**src/rtl/seq_addsub_pkg.sv**
```systemverilog
// Shared definitions for the sequential add/subtract unit: FSM state
// encodings and the operation-mode encoding used for result formatting.
package seq_addsub_pkg;

  typedef enum logic [1:0] {
    ST_IDLE = 2'd0,
    ST_CALC = 2'd1,
    ST_DONE = 2'd2
  } state_e;

  // Operation mode is {signed_mode, sub}.
  localparam logic [1:0] MODE_UADD = 2'b00;
  localparam logic [1:0] MODE_USUB = 2'b01;
  localparam logic [1:0] MODE_SADD = 2'b10;
  localparam logic [1:0] MODE_SSUB = 2'b11;

  function automatic logic [1:0] mode_of(input logic signed_mode, input logic sub);
    return {signed_mode, sub};
  endfunction

endpackage

```
**src/rtl/seq_addsub_digit_adder.sv**
```systemverilog
// Combinational ripple-carry slice adding DIGIT bits per clock. Also exposes
// the carry into its top bit so the caller can derive signed overflow.
module digit_adder #(
  parameter int DIGIT = 1
) (
  input  logic [DIGIT-1:0] x,
  input  logic [DIGIT-1:0] y,
  input  logic             cin,
  output logic [DIGIT-1:0] s,
  output logic             cout,
  output logic             c_msb_in
);

  logic [DIGIT:0] c;

  // Ripple the carry through the slice bit by bit.
  always_comb begin
    c    = '0;
    s    = '0;
    c[0] = cin;
    for (int i = 0; i < DIGIT; i++) begin
      s[i]     = x[i] ^ y[i] ^ c[i];
      c[i + 1] = (x[i] & y[i]) | (c[i] & (x[i] ^ y[i]));
    end
  end

  assign cout     = c[DIGIT];
  assign c_msb_in = c[DIGIT - 1];

endmodule

```
**src/rtl/seq_addsub.sv**
```systemverilog
// Multi-cycle add/subtract unit. Consumes DIGIT bits of each operand per
// clock, LSB first, and assembles a WIDTH+1 bit exact result.
//
// Handshake: start is sampled on any rising edge where the FSM is in IDLE or
// DONE (busy=0); that edge latches a, b, sub and signed_mode. While busy=1,
// start and operand inputs are ignored and nothing is queued. done is a
// single-cycle pulse marking sum/overflow valid; sum/overflow then hold until
// the next accepted operation completes or reset.
module seq_addsub
  import seq_addsub_pkg::*;
#(
  parameter int WIDTH = 16,
  parameter int DIGIT = 1
) (
  input  logic             clk,
  input  logic             reset,
  input  logic             start,
  input  logic             sub,
  input  logic             signed_mode,
  input  logic [WIDTH-1:0] a,
  input  logic [WIDTH-1:0] b,
  output logic [WIDTH:0]   sum,
  output logic             done,
  output logic             busy,
  output logic             overflow,
  output state_e           dbg_state
);

  localparam int STEPS = WIDTH / DIGIT;
  localparam int CNT_W = $clog2(STEPS + 1);
  localparam logic [CNT_W-1:0] LAST = CNT_W'(STEPS - 1);

  if (WIDTH % DIGIT != 0) begin : g_bad_digit
    $error("seq_addsub: WIDTH must be a multiple of DIGIT");
  end

  state_e           state_q, state_d;
  logic [CNT_W-1:0] cnt_q, cnt_d;
  logic             carry_q, carry_d;
  logic [WIDTH-1:0] opa_q, opa_d;
  logic [WIDTH-1:0] opb_q, opb_d;
  logic [WIDTH-1:0] res_q, res_d;
  logic [1:0]       mode_q, mode_d;
  logic [WIDTH:0]   sum_q, sum_d;
  logic             ovf_q, ovf_d;

  logic [DIGIT-1:0] dg_s;
  logic             dg_cout;
  logic             dg_cmsb;
  logic [WIDTH-1:0] res_next;
  logic [WIDTH:0]   fmt_sum;
  logic             fmt_ovf;
  logic             fmt_v;

  digit_adder #(.DIGIT(DIGIT)) u_digit (
    .x        (opa_q[DIGIT-1:0]),
    .y        (opb_q[DIGIT-1:0]),
    .cin      (carry_q),
    .s        (dg_s),
    .cout     (dg_cout),
    .c_msb_in (dg_cmsb)
  );

  // Result shift register: new digit enters at the MSB end.
  always_comb begin
    res_next = res_q >> DIGIT;
    res_next[WIDTH-1 -: DIGIT] = dg_s;
  end

  // Final-edge result formatting; only meaningful on the last CALC step.
  always_comb begin
    fmt_v   = dg_cmsb ^ dg_cout;
    fmt_sum = '0;
    fmt_ovf = 1'b0;
    unique case (mode_q)
      MODE_UADD: begin
        fmt_sum = {dg_cout, res_next};
        fmt_ovf = dg_cout;
      end
      MODE_USUB: begin
        fmt_sum = {~dg_cout, res_next};
        fmt_ovf = ~dg_cout;
      end
      MODE_SADD, MODE_SSUB: begin
        fmt_sum = {res_next[WIDTH-1] ^ fmt_v, res_next};
        fmt_ovf = fmt_v;
      end
      default: begin
        fmt_sum = '0;
        fmt_ovf = 1'b0;
      end
    endcase
  end

  // Next-state logic for the FSM, counter and datapath registers.
  always_comb begin
    state_d = state_q;
    cnt_d   = cnt_q;
    carry_d = carry_q;
    opa_d   = opa_q;
    opb_d   = opb_q;
    res_d   = res_q;
    mode_d  = mode_q;
    sum_d   = sum_q;
    ovf_d   = ovf_q;
    unique case (state_q)
      ST_IDLE, ST_DONE: begin
        if (start) begin
          // Subtraction is a + ~b + 1: invert b here, inject the +1 as carry.
          opa_d   = a;
          opb_d   = b ^ {WIDTH{sub}};
          mode_d  = mode_of(signed_mode, sub);
          carry_d = sub;
          cnt_d   = '0;
          res_d   = '0;
          state_d = ST_CALC;
        end else if (state_q == ST_DONE) begin
          state_d = ST_IDLE;
        end
      end
      ST_CALC: begin
        opa_d   = opa_q >> DIGIT;
        opb_d   = opb_q >> DIGIT;
        res_d   = res_next;
        carry_d = dg_cout;
        if (cnt_q == LAST) begin
          // Counter parks at STEPS-1; it is cleared on the next acceptance.
          sum_d   = fmt_sum;
          ovf_d   = fmt_ovf;
          state_d = ST_DONE;
        end else begin
          cnt_d = cnt_q + CNT_W'(1);
        end
      end
      default: state_d = ST_IDLE;
    endcase
  end

  // State and datapath registers with synchronous reset.
  always_ff @(posedge clk) begin
    if (reset) begin
      state_q <= ST_IDLE;
      cnt_q   <= '0;
      carry_q <= 1'b0;
      opa_q   <= '0;
      opb_q   <= '0;
      res_q   <= '0;
      mode_q  <= MODE_UADD;
      sum_q   <= '0;
      ovf_q   <= 1'b0;
    end else begin
      state_q <= state_d;
      cnt_q   <= cnt_d;
      carry_q <= carry_d;
      opa_q   <= opa_d;
      opb_q   <= opb_d;
      res_q   <= res_d;
      mode_q  <= mode_d;
      sum_q   <= sum_d;
      ovf_q   <= ovf_d;
    end
  end

  assign sum       = sum_q;
  assign overflow  = ovf_q;
  assign done      = (state_q == ST_DONE);
  assign busy      = (state_q == ST_CALC);
  assign dbg_state = state_q;

endmodule

```
**config.mk**
```make
export PLATFORM = sky130hd
export DESIGN_NAME = seq_addsub
export DESIGN_NICKNAME = d
export VERILOG_FILES = /design/src/rtl/seq_addsub_pkg.sv /design/src/rtl/seq_addsub_digit_adder.sv /design/src/rtl/seq_addsub.sv
export SDC_FILE = /design/constraint.sdc
export NUM_CORES = 1
export LEC_CHECK = 0
export CORE_MARGIN = 2
export CORE_UTILIZATION = 46
export DETAILED_ROUTE_END_ITERATION = 10
export HOLD_SLACK_MARGIN = 0.1
export PLACE_DENSITY_LB_ADDON = 0.08
export SKIP_CTS_REPAIR_TIMING = 1
export SLEW_MARGIN = 5
export SYNTH_ARGS = -nofsm -noshare
export SYNTH_HDL_FRONTEND = slang
export SYNTH_SLANG_ARGS = --single-unit
```
**constraint.sdc**
```tcl
create_clock -name clk -period 2.03 [get_ports clk]
set_input_delay 0.406 -clock clk [delete_from_list [all_inputs] [get_ports clk]]
set_output_delay 0.406 -clock clk [all_outputs]
set_load 0.02 [all_outputs]
```
==> flow_metrics.tcl, run 1 <==
set metrics [dict create \
    drtPass1Iterations 4 \
    nets 455 \
    routed_wirelength_um 6557 \
    path_class "reg2reg" \
    tns_ns 0 \
    start_kind "register" \
    status "complete, no violations" \
    final_max_slew_viol_count 0 \
    die_w_um 86 \
    startpoint "cnt_q[0]" \
    die_h_um 86 \
    numCtsBuffers 9 \
    clockBufferDepth 2 \
    hpwl_um 4099 \
    ant_nets 0 \
    core-area_um2 6422 \
    fin_ws_ns 0.1097 \
    setup_viol 0 \
    endpoint "cnt_q[3]" \
    syn_nets 409 \
    drive_gt1_share_pct 8.592 \
    power.leakage_uw 0.001403 \
    placed_area_um2 3762 \
    grt_pass1_vias 2543 \
    place_ws_ns 0.09212 \
    worstPathArrival_ns 2.18 \
    viasPerCell 5.462 \
    yosys.area.top_type_share_pct 48.54 \
    clkTransAtPathRegs_ns 0.07 \
    wl_per_cell_um 13.22 \
    period_share_pct 94.60 \
    drc 0 \
    antenna_found_initial 0 \
    start_util_pct 48.16 \
    grt_remaining_overflow 0 \
    final_area_um2 4013 \
    portBuffers 58 \
    synth_area_um2 3093 \
    max_freq_mhz 520.8 \
    syn_inst 368 \
    dp.cells 480 \
    clock_skew_ns 0.006444 \
    drt-initial-drc-count 152 \
    n_antenna_cell 0 \
    fin_cells 496 \
    crit_required_ns 2.29 \
    worstMarginPinSlew_ns 0.5210 \
    rows 29 \
    area_growth_pct 29.73 \
    ys_seq_elements 75 \
    grt_pass1_wl_um 11220 \
    routabilityCongestion 0.7445 \
    synth_cell_types 30 \
    rsz0062_at_grt "no" \
    die_area_um2 7396 \
    post-route-util_pct 62.48 \
    final.min_clock_period_ns 1.920 \
    timing.rr.start "cnt_q[0]" \
    relSlewSlack_pct 65.27 \
    grt_use_total_pct 18.80 \
    cts.sinks 75 \
    cap_viol_max_count 0 \
    io_pins 59 \
    route.vias.total 2709 \
    ys_warn_count 0 \
    cts_tree "built" \
    grt_max_degree 55 \
    rr_worst_depth 6 \
    path_max_fanout 4 \
    finalHoldViolations 0 \
    irDropWorstVdd_mv 0.4988 \
    clk_latency_ns 0.34 \
    reg2reg_slack_ns 0.11 \
    synth.area.top_cells "dfxtp_1 49%, a21oi_1 11%, nand3_1 8.3%" \
    r2r_end "cnt_q[3]" \
    seq_area_frac_synth_pct 48.54 \
    power_density_nw_per_um2 822.2 \
    hold_class "reg2reg" \
    yosysTopAreaCell "dfxtp_1" \
    endpoint_kind "register" \
    syn_area_per_cell_um2 8.405 \
    htreeDepth 3 \
    root_buffer "clkbuf_8" \
]
[through the flow]
stage	power [µW]	hold slack, ns
2_1_floorplan	1821	0.4321
3_3_place_gp	1969	0.4444
3_5_place_dp	1974	0.4483
4_1_cts	3335	0.4591
5_1_grt	3432	0.4686
6_report	3299	0.4559
[layer usage]
metal / share of wire (%) / GRT usage (%) / routed length (µm)
met1: 47 / 22.69 / 3094
met2: 46 / 31.50 / 3040
met3: 5.2 / 6.256 / 340
met4: 1.3 / 6.061 / 82
met5: 0 / 0 / 0
[critical path, cell delays in order (launching register included)]
cell      delay [ns]
dfxtp_1         0.33
ha_1            0.20
and3_1          0.18
ha_2            0.19
or3b_1          0.37
or3_1           0.35
a211oi_1        0.21
[worst min path at each step]
stage | startpoint | endpoint | slack (ns) | cells after the start
final | sum[1] | sum[1] | 0.46 | 2
after global routing | sum[14] | sum[14] | 0.47 | 2
after CTS | sum[11] | sum[11] | 0.46 | 2
after detailed placement | sum[11] | sum[11] | 0.45 | 2
after global placement | sum[1] | sum[1] | 0.44 | 2
after floorplan | res_q[1] | sum[0] | 0.43 | 2
[synthesized netlist by cell type]
| library cell | instances |
|---|---|
| a2bb2oi_1 | 1 |
| clkbuf_1 | 26 |
| inv_1 | 6 |
| a21oi_1 | 70 |
| a22oi_1 | 30 |
| nand3_1 | 51 |
| and3_1 | 1 |
| nand3b_1 | 2 |
| buf_2 | 5 |
| nand2b_1 | 3 |
| nor4bb_1 | 1 |
| mux2i_1 | 1 |
| nand2_1 | 51 |
| nor3_1 | 1 |
| buf_1 | 4 |
| xnor2_1 | 3 |
| nor4b_1 | 1 |
| nor2_1 | 3 |
| or3b_1 | 1 |
| a211oi_1 | 2 |
| a31oi_1 | 1 |
| o21ai_0 | 4 |
| or2_2 | 1 |
| ha_1 | 2 |
| nor2b_1 | 2 |
| xor2_1 | 16 |
| and3b_1 | 1 |
| dfxtp_1 | 75 |
| or3_1 | 1 |
| fa_1 | 2 |
[state kept, by name, summed over array words and instances, names as in the netlist]
signal,cells
opa_q,16
sum,17
cnt_q,5
res_q,15
opb_q,16
dbg_state,2
overflow,1
carry_q,1
mode_q,2
[where the power goes]
group	switching, µW	internal (µW)	total, µW
logic	201	174	375
clock network	514	846	1360
registers	35.2	1530	1560
[logic make-up (layout without fill, tap and decap cells)]
family / count (synthesis) / after routing / share of synthesized area [%]
XOR/XNOR: 19 / 19 / 5.380
multiplexers: 1 / 1 / 0.3236
flip-flops: 75 / 75 / 48.54
buffers and inverters: 41 / 92 / 5.178
AO/OA/AOI/OAI: 108 / 108 / 20.23
adder cells (fa/ha/maj): 4 / 4 / 2.103
AND/OR/NAND/NOR: 120 / 120 / 18.24
[cells in the final DEF (no fill, tap or decap), drive strengths merged]
cell	Yosys	layout
a21oi	70	70
dlymetal6s2s	0	1
o21ai	4	4
nor2	3	3
nor4b	1	1
and3	1	1
a211oi	2	2
xnor2	3	3
clkinv	0	2
or2	1	1
ha	2	2
and3b	1	1
nand2b	3	3
or3	1	1
nor2b	2	2
nor3	1	1
a31oi	1	1
or3b	1	1
inv	6	6
fa	2	2
nor4bb	1	1
a22oi	30	30
clkdlybuf4s50	0	56
a2bb2oi	1	1
mux2i	1	1
xor2	16	16
clkbuf	26	11
bufinv	0	3
buf	9	13
nand2	51	51
nand3b	2	2
nand3	51	51
dfxtp	75	75
[layout make-up]
class                           instances  area, µm²
Inverter                                6      22.52
Timing Repair Buffer                   70      705.7
Fill cell                             605       2410
Tap cell                               77      96.34
Clock inverter                          5      100.1
Sequential cell                        75       1504
Multi-Input combinational cell        252       1443
Clock buffer                           11      141.4
(Power assumes the default switching activity.)
==> run 2: changes to the inputs <==
ABC_AREA = 1   (was not set)
ABC_CLOCK_PERIOD_IN_PS = 2029   (was not set)
CORE_UTILIZATION = 47   (was 46)
SYNTH_HIERARCHICAL = 1   (was not set)
==> flow_metrics.tcl, run 2 <==
set metrics [dict create \
    drive_gt1_share_pct 7.364 \
    final-seq-area_um2 1503 \
    portBuffers 58 \
    die_w_um 87.71 \
    clock_skew_ns 0.009939 \
    finalHoldViolations 0 \
    seq_area_frac_synth_pct 45.59 \
    synth_cell_types 24 \
    routed_wirelength_um 6548 \
    path_max_fanout 6 \
    grt_use_total_pct 17.88 \
    worstMarginPinSlew_ns 0.5923 \
    setup_viol 0 \
    whs_endpoint "cnt_q[4]" \
    grt_util_met2_pct 30.30 \
    ant_nets 0 \
    grt_pass1_vias 2556 \
    irDropWorstVdd_mv 0.4734 \
    path_class "reg2out" \
    area_growth_pct 25.65 \
    final_common_cell "nand2_1" \
    worst-path-buf-inv 2 \
    root_buffer "clkbuf_8" \
    max_freq_mhz 519.2 \
    rr_worst_depth 10 \
    synth_edf_count 0 \
    nets 551 \
    antenna_found_initial 0 \
    core-area_um2 6794 \
    grt_pass1_wl_um 10920 \
    syn_inst 459 \
    tns_ns 0 \
    nFillCells 685 \
    n_antenna_cell 0 \
    cp_slowest_stage_delay_ns 0.62 \
    drc 0 \
    layout_common_cells "169 x nand2_1, 74 x dfxtp_1, 57 x clkdlybuf4s50_1" \
    ys_seq_elements 75 \
    yosys.area.top_type_share_pct 45.59 \
    die_h_um 87.71 \
    crit_path_cell_trace "inv_2, nor2_4, clkdlybuf4s50_1" \
    io_pins 59 \
    rsz0062_at_grt "no" \
    synthFlopType "dfxtp_1" \
    timing.rr.start "cnt_q[0]" \
    cts_tree "built" \
    clk_latency_ns 0.34 \
    p_comb_share_pct 12.8 \
    synth.area.top_cells "dfxtp_1 46%, nand2_1 19%, nand3_1 7.9%" \
    start_kind "register" \
    rows 30 \
    busiest_layer "met2" \
    clkPwrFrac_pct 38.4 \
    drt-initial-drc-count 97 \
    final.min_clock_period_ns 1.926 \
    async_flop_share_pct 0 \
    endpoint_kind "primary output" \
    cts.sinks 75 \
    htreeDepth 3 \
    ys_warn_count 6 \
    wl_per_cell_um 10.70 \
    reg2reg_slack_ns 0.29 \
    power.leakage_uw 0.001874 \
    yosysTopAreaCell "dfxtp_1" \
    synth_common_cells "169 x nand2_1, 75 x dfxtp_1, 52 x nand3_1, 43 x a21oi_1, 30 x inv_1" \
    status "complete, no violations" \
    relSlewSlack_pct 60.46 \
    clkTransAtPathRegs_ns 0.07 \
    clockBufferDepth 2 \
    numCtsBuffers 9 \
    die_area_um2 7692 \
    multi_input_area_um2 1496 \
    drtPass1Iterations 5 \
    routabilityCongestion 0.7754 \
    syn_area_per_cell_um2 7.175 \
    synth_area_um2 3293 \
    cap_viol_max_count 0 \
    syn_nets 499 \
    path_delay_family "buffers and inverters" \
    hp-start "cnt_q[4]" \
    worstPathArrival_ns 1.52 \
    grt_max_degree 47 \
    period_share_pct 94.89 \
    met1_usage_pct 21.50 \
    hpwl_um 4311 \
    hold_path_depth 2 \
    p_seq_share_pct 48.8 \
    start_util_pct 48.47 \
    route.vias.total 2884 \
    crit_required_ns 1.62 \
    viasPerCell 4.712 \
    largest_reg_flops 17 \
    grt_remaining_overflow 0 \
    swShare_pct 25.14 \
    r2r_end "sum[11]" \
    yosysMostFrequentCell "nand2_1" \
    power_density_nw_per_um2 774.1 \
    slowest_stage "clkdlybuf4s50_1" \
    intPower_uw 2398 \
    finalPower_uw 3203 \
    hold_class "reg2reg" \
    p_sw_uw 805.1 \
    final_max_slew_viol_count 0 \
    use_met3_pct 4.901 \
]
run 2: changes by cell type after synthesis, moves of 5 or more:
cell      previous run  this run
a22oi_1             30         0
clkbuf_1            26         6
inv_1                6        30
a21oi_1             70        43
buf_6                0         5
nand2_1             51       169
buf_4                0         8
nor2_1               3        24
run 2: logic make-up (layout without fill, tap and decap cells):
| group | count (synthesis) | in the layout | synth area share, % |
|---|---|---|---|
| fa+ha+maj | 3 | 3 | 1.368 |
| buf+inv | 60 | 117 | 9.118 |
| xor+xnor | 15 | 15 | 3.989 |
| flops | 75 | 75 | 45.59 |
| compound gates | 51 | 51 | 7.827 |
| simple gates | 255 | 255 | 32.11 |
run 2: routing by layer:
| metal | up-vias | wire length [µm] |
|---|---|---|
| met5 | - | 0 |
| met4 | 0 | 106 |
| met3 | 9 | 254 |
| met2 | 58 | 3045 |
| met1 | 1278 | 3143 |
| li1 | 1539 | - |
run 2: power by group through the flow:
| stage | logic [µW] | registers [µW] | clock network (µW) |
|---|---|---|---|
| 3_5_place_dp | 410 | 1600 | 0 |
| 4_1_cts | 412 | 1560 | 1270 |
| 3_3_place_gp | 406 | 1600 | 0 |
| 5_1_grt | 454 | 1570 | 1330 |
| 6_report | 408 | 1560 | 1230 |
| 2_1_floorplan | 278 | 1590 | 0 |
run 2: worst min-delay path: cells and delay by family, from the launching register on:
family          cells  cell delay, ns
compound gates      1            0.05
flops               1            0.31
simple gates        1            0.06
run 2: metrics by stage:
step	utilization (%)	setup slack, ns	cells	cell area (µm²)	hold WS, ns
floorplan	-	0.4751	459	3293	0.4383
global placement	57.68	0.2861	596	3919	0.4461
detailed placement	57.68	0.2485	596	3919	0.4527
CTS	60.85	-0.01190	612	4134	0.4633
global route	60.90	0.03049	612	4138	0.4731
finish	60.90	0.1038	612	4138	0.4606
run 2: how the worst max path moves through the flow:
stage	endpoint	cells past startpoint	from
after floorplan	cnt_q[4]	8	cnt_q[0]
after global placement	opa_q[10]	6	start
after detailed placement	opb_q[15]	6	start
after CTS	busy	3	dbg_state[0]
after global routing	busy	3	dbg_state[0]
final	busy	3	dbg_state[0]
run 2: cell type report:
cell class              instances  share of cell area, %
clock buffers                   9                  2.994
flip-flops and latches         75                  36.32
multi-input cells             324                  36.17
inverters                      34                  3.084
clock inverters                 7                  2.207
repair buffers                 67                  16.33
well taps                      96                  2.903
==> run 3: changes to the inputs <==
PLACE_DENSITY = 0.75   (was not set)
PLACE_DENSITY_LB_ADDON = not set   (was 0.08)
RECOVER_POWER = 100   (was not set)
==> flow_metrics.tcl, run 3 (same netlist as run 2, synthesis figures left out) <==
set metrics [dict create \
    status "complete, no violations" \
    worstMarginPinSlew_ns 0.9181 \
    crit_path_cell_trace "inv_2, nor2_4, clkdlybuf4s50_1" \
    n_antenna_cell 0 \
    die_w_um 87.71 \
    hold_class "reg2reg" \
    swShare_pct 27.45 \
    p_seq_share_pct 52.9 \
    final_max_slew_viol_count 0 \
    power.leakage_uw 0.001881 \
    clock_skew_ns 0.008572 \
    clkPwrFrac_pct 33.6 \
    antenna_found_initial 0 \
    grt_pass1_vias 2669 \
    tns_ns 0 \
    die_area_um2 7692 \
    irDropWorstVdd_mv 0.4339 \
    layout_common_cells "170 x nand2_1, 74 x dfxtp_1, 52 x nand3_1" \
    clk_latency_ns 0.35 \
    place_ws_ns 0.2577 \
    rr_worst_depth 7 \
    root_buffer "clkbuf_8" \
    numCtsBuffers 9 \
    max_freq_mhz 513.6 \
    p_sw_uw 812.2 \
    clkTransAtPathRegs_ns 0.08 \
    start_kind "register" \
    path_max_fanout 6 \
    grt_use_total_pct 19.03 \
    nets 552 \
    relSlewSlack_pct 38.79 \
    rows 30 \
    hpwl_um 4424 \
    period_share_pct 95.92 \
    setup_viol 0 \
    power_density_nw_per_um2 728.8 \
    drt-initial-drc-count 183 \
    ant_nets 0 \
    viasPerCell 4.750 \
    rsz0062_at_grt "no" \
    crit_required_ns 1.62 \
    core-area_um2 6794 \
    fin_ws_ns 0.08278 \
    routed_wirelength_um 6729 \
    portBuffers 58 \
    worstPathArrival_ns 1.54 \
    intPower_uw 2147 \
    final_common_cell "nand2_1" \
    drive_gt1_share_pct 6.770 \
    cap_viol_max_count 0 \
    slowest_stage "clkdlybuf4s50_1" \
    cp_slowest_stage_delay_ns 0.61 \
    largest_reg_flops 17 \
    p_comb_share_pct 13.5 \
    nFillCells 643 \
    io_pins 59 \
    routabilityCongestion 0.7793 \
    drc 0 \
    grt_pass1_wl_um 11590 \
    route.vias.total 2912 \
    clockBufferDepth 2 \
    grt_max_degree 47 \
    cts_tree "built" \
    cts.sinks 75 \
    finalHoldViolations 0 \
    path_class "reg2out" \
    grt_remaining_overflow 0 \
    endpoint_kind "primary output" \
    final.min_clock_period_ns 1.947 \
    area_growth_pct 23.29 \
    die_h_um 87.71 \
    hold_path_depth 2 \
    start_util_pct 48.47 \
    wl_per_cell_um 10.98 \
    drtPass1Iterations 4 \
    htreeDepth 3 \
]
## run 3: cell types whose count changed in the layout (fill, tap and decap cells not counted), moves of 2 or more
cell	previous run	this run
clkbuf_1	0	3
bufinv_16	2	0
clkdlybuf4s50_1	57	37
dlygate4sd3_1	0	20
clkinv_4	0	2
## run 3: cell type report
cell class	count	area, µm²	share of cell area, %
clock buffer	10	127.6	3.143
clock inverter	6	42.54	1.048
sequential	75	1503	37.01
timing repair buffer	68	658.1	16.21
tap	96	120.1	2.958
inverter	34	127.6	3.143
multi-input combinational	324	1481	36.49
## run 3: power groups by stage
stage	registers, µW	logic (µW)	clock network [µW]
6_report	1570	399	994
5_1_grt	1570	454	1070
4_1_cts	1570	405	1010
3_5_place_dp	1600	402	0
3_3_place_gp	1600	396	0
2_1_floorplan	1590	278	0
## run 3: metrics by stage
stage / utilization [%] / instances / hold slack (ns) / total power, µW / area, µm²
after CTS: 60.11 / 613 / 0.4660 / 2980 / 4084
after global routing: 59.76 / 613 / 0.4766 / 3096 / 4060
after detailed placement: 57.61 / 597 / 0.4532 / 2001 / 3914
after global placement: 57.61 / 597 / 0.4459 / 1993 / 3914
after floorplan: - / 459 / 0.4383 / 1871 / 3293
final: 59.76 / 613 / 0.4644 / 2959 / 4060
## run 3: final timing paths
kind | from | endpoint | slack, ns
min reg2reg | res_q[1] | res_q[1] | 0.46
max reg2reg | dbg_state[0] | cnt_q[1] | 0.22
max | dbg_state[0] | busy | 0.08
min | res_q[1] | res_q[1] | 0.46
## run 3: per-layer routing
metal / wire (µm) / part of all wire [%] / global-route usage [%]
met5: 0 / 0 / 0
met1: 3261 / 48 / 24.20
met4: 65 / 0.97 / 5.455
met3: 233 / 3.5 / 6.032
met2: 3168 / 47 / 31.13
## run 3: worst max-delay path, delay by kind of cell (launching register included)
kind                   cells  cell delay, ns
buffers and inverters      2            0.68
AND/OR/NAND/NOR            1            0.11
flip-flops                 1            0.40
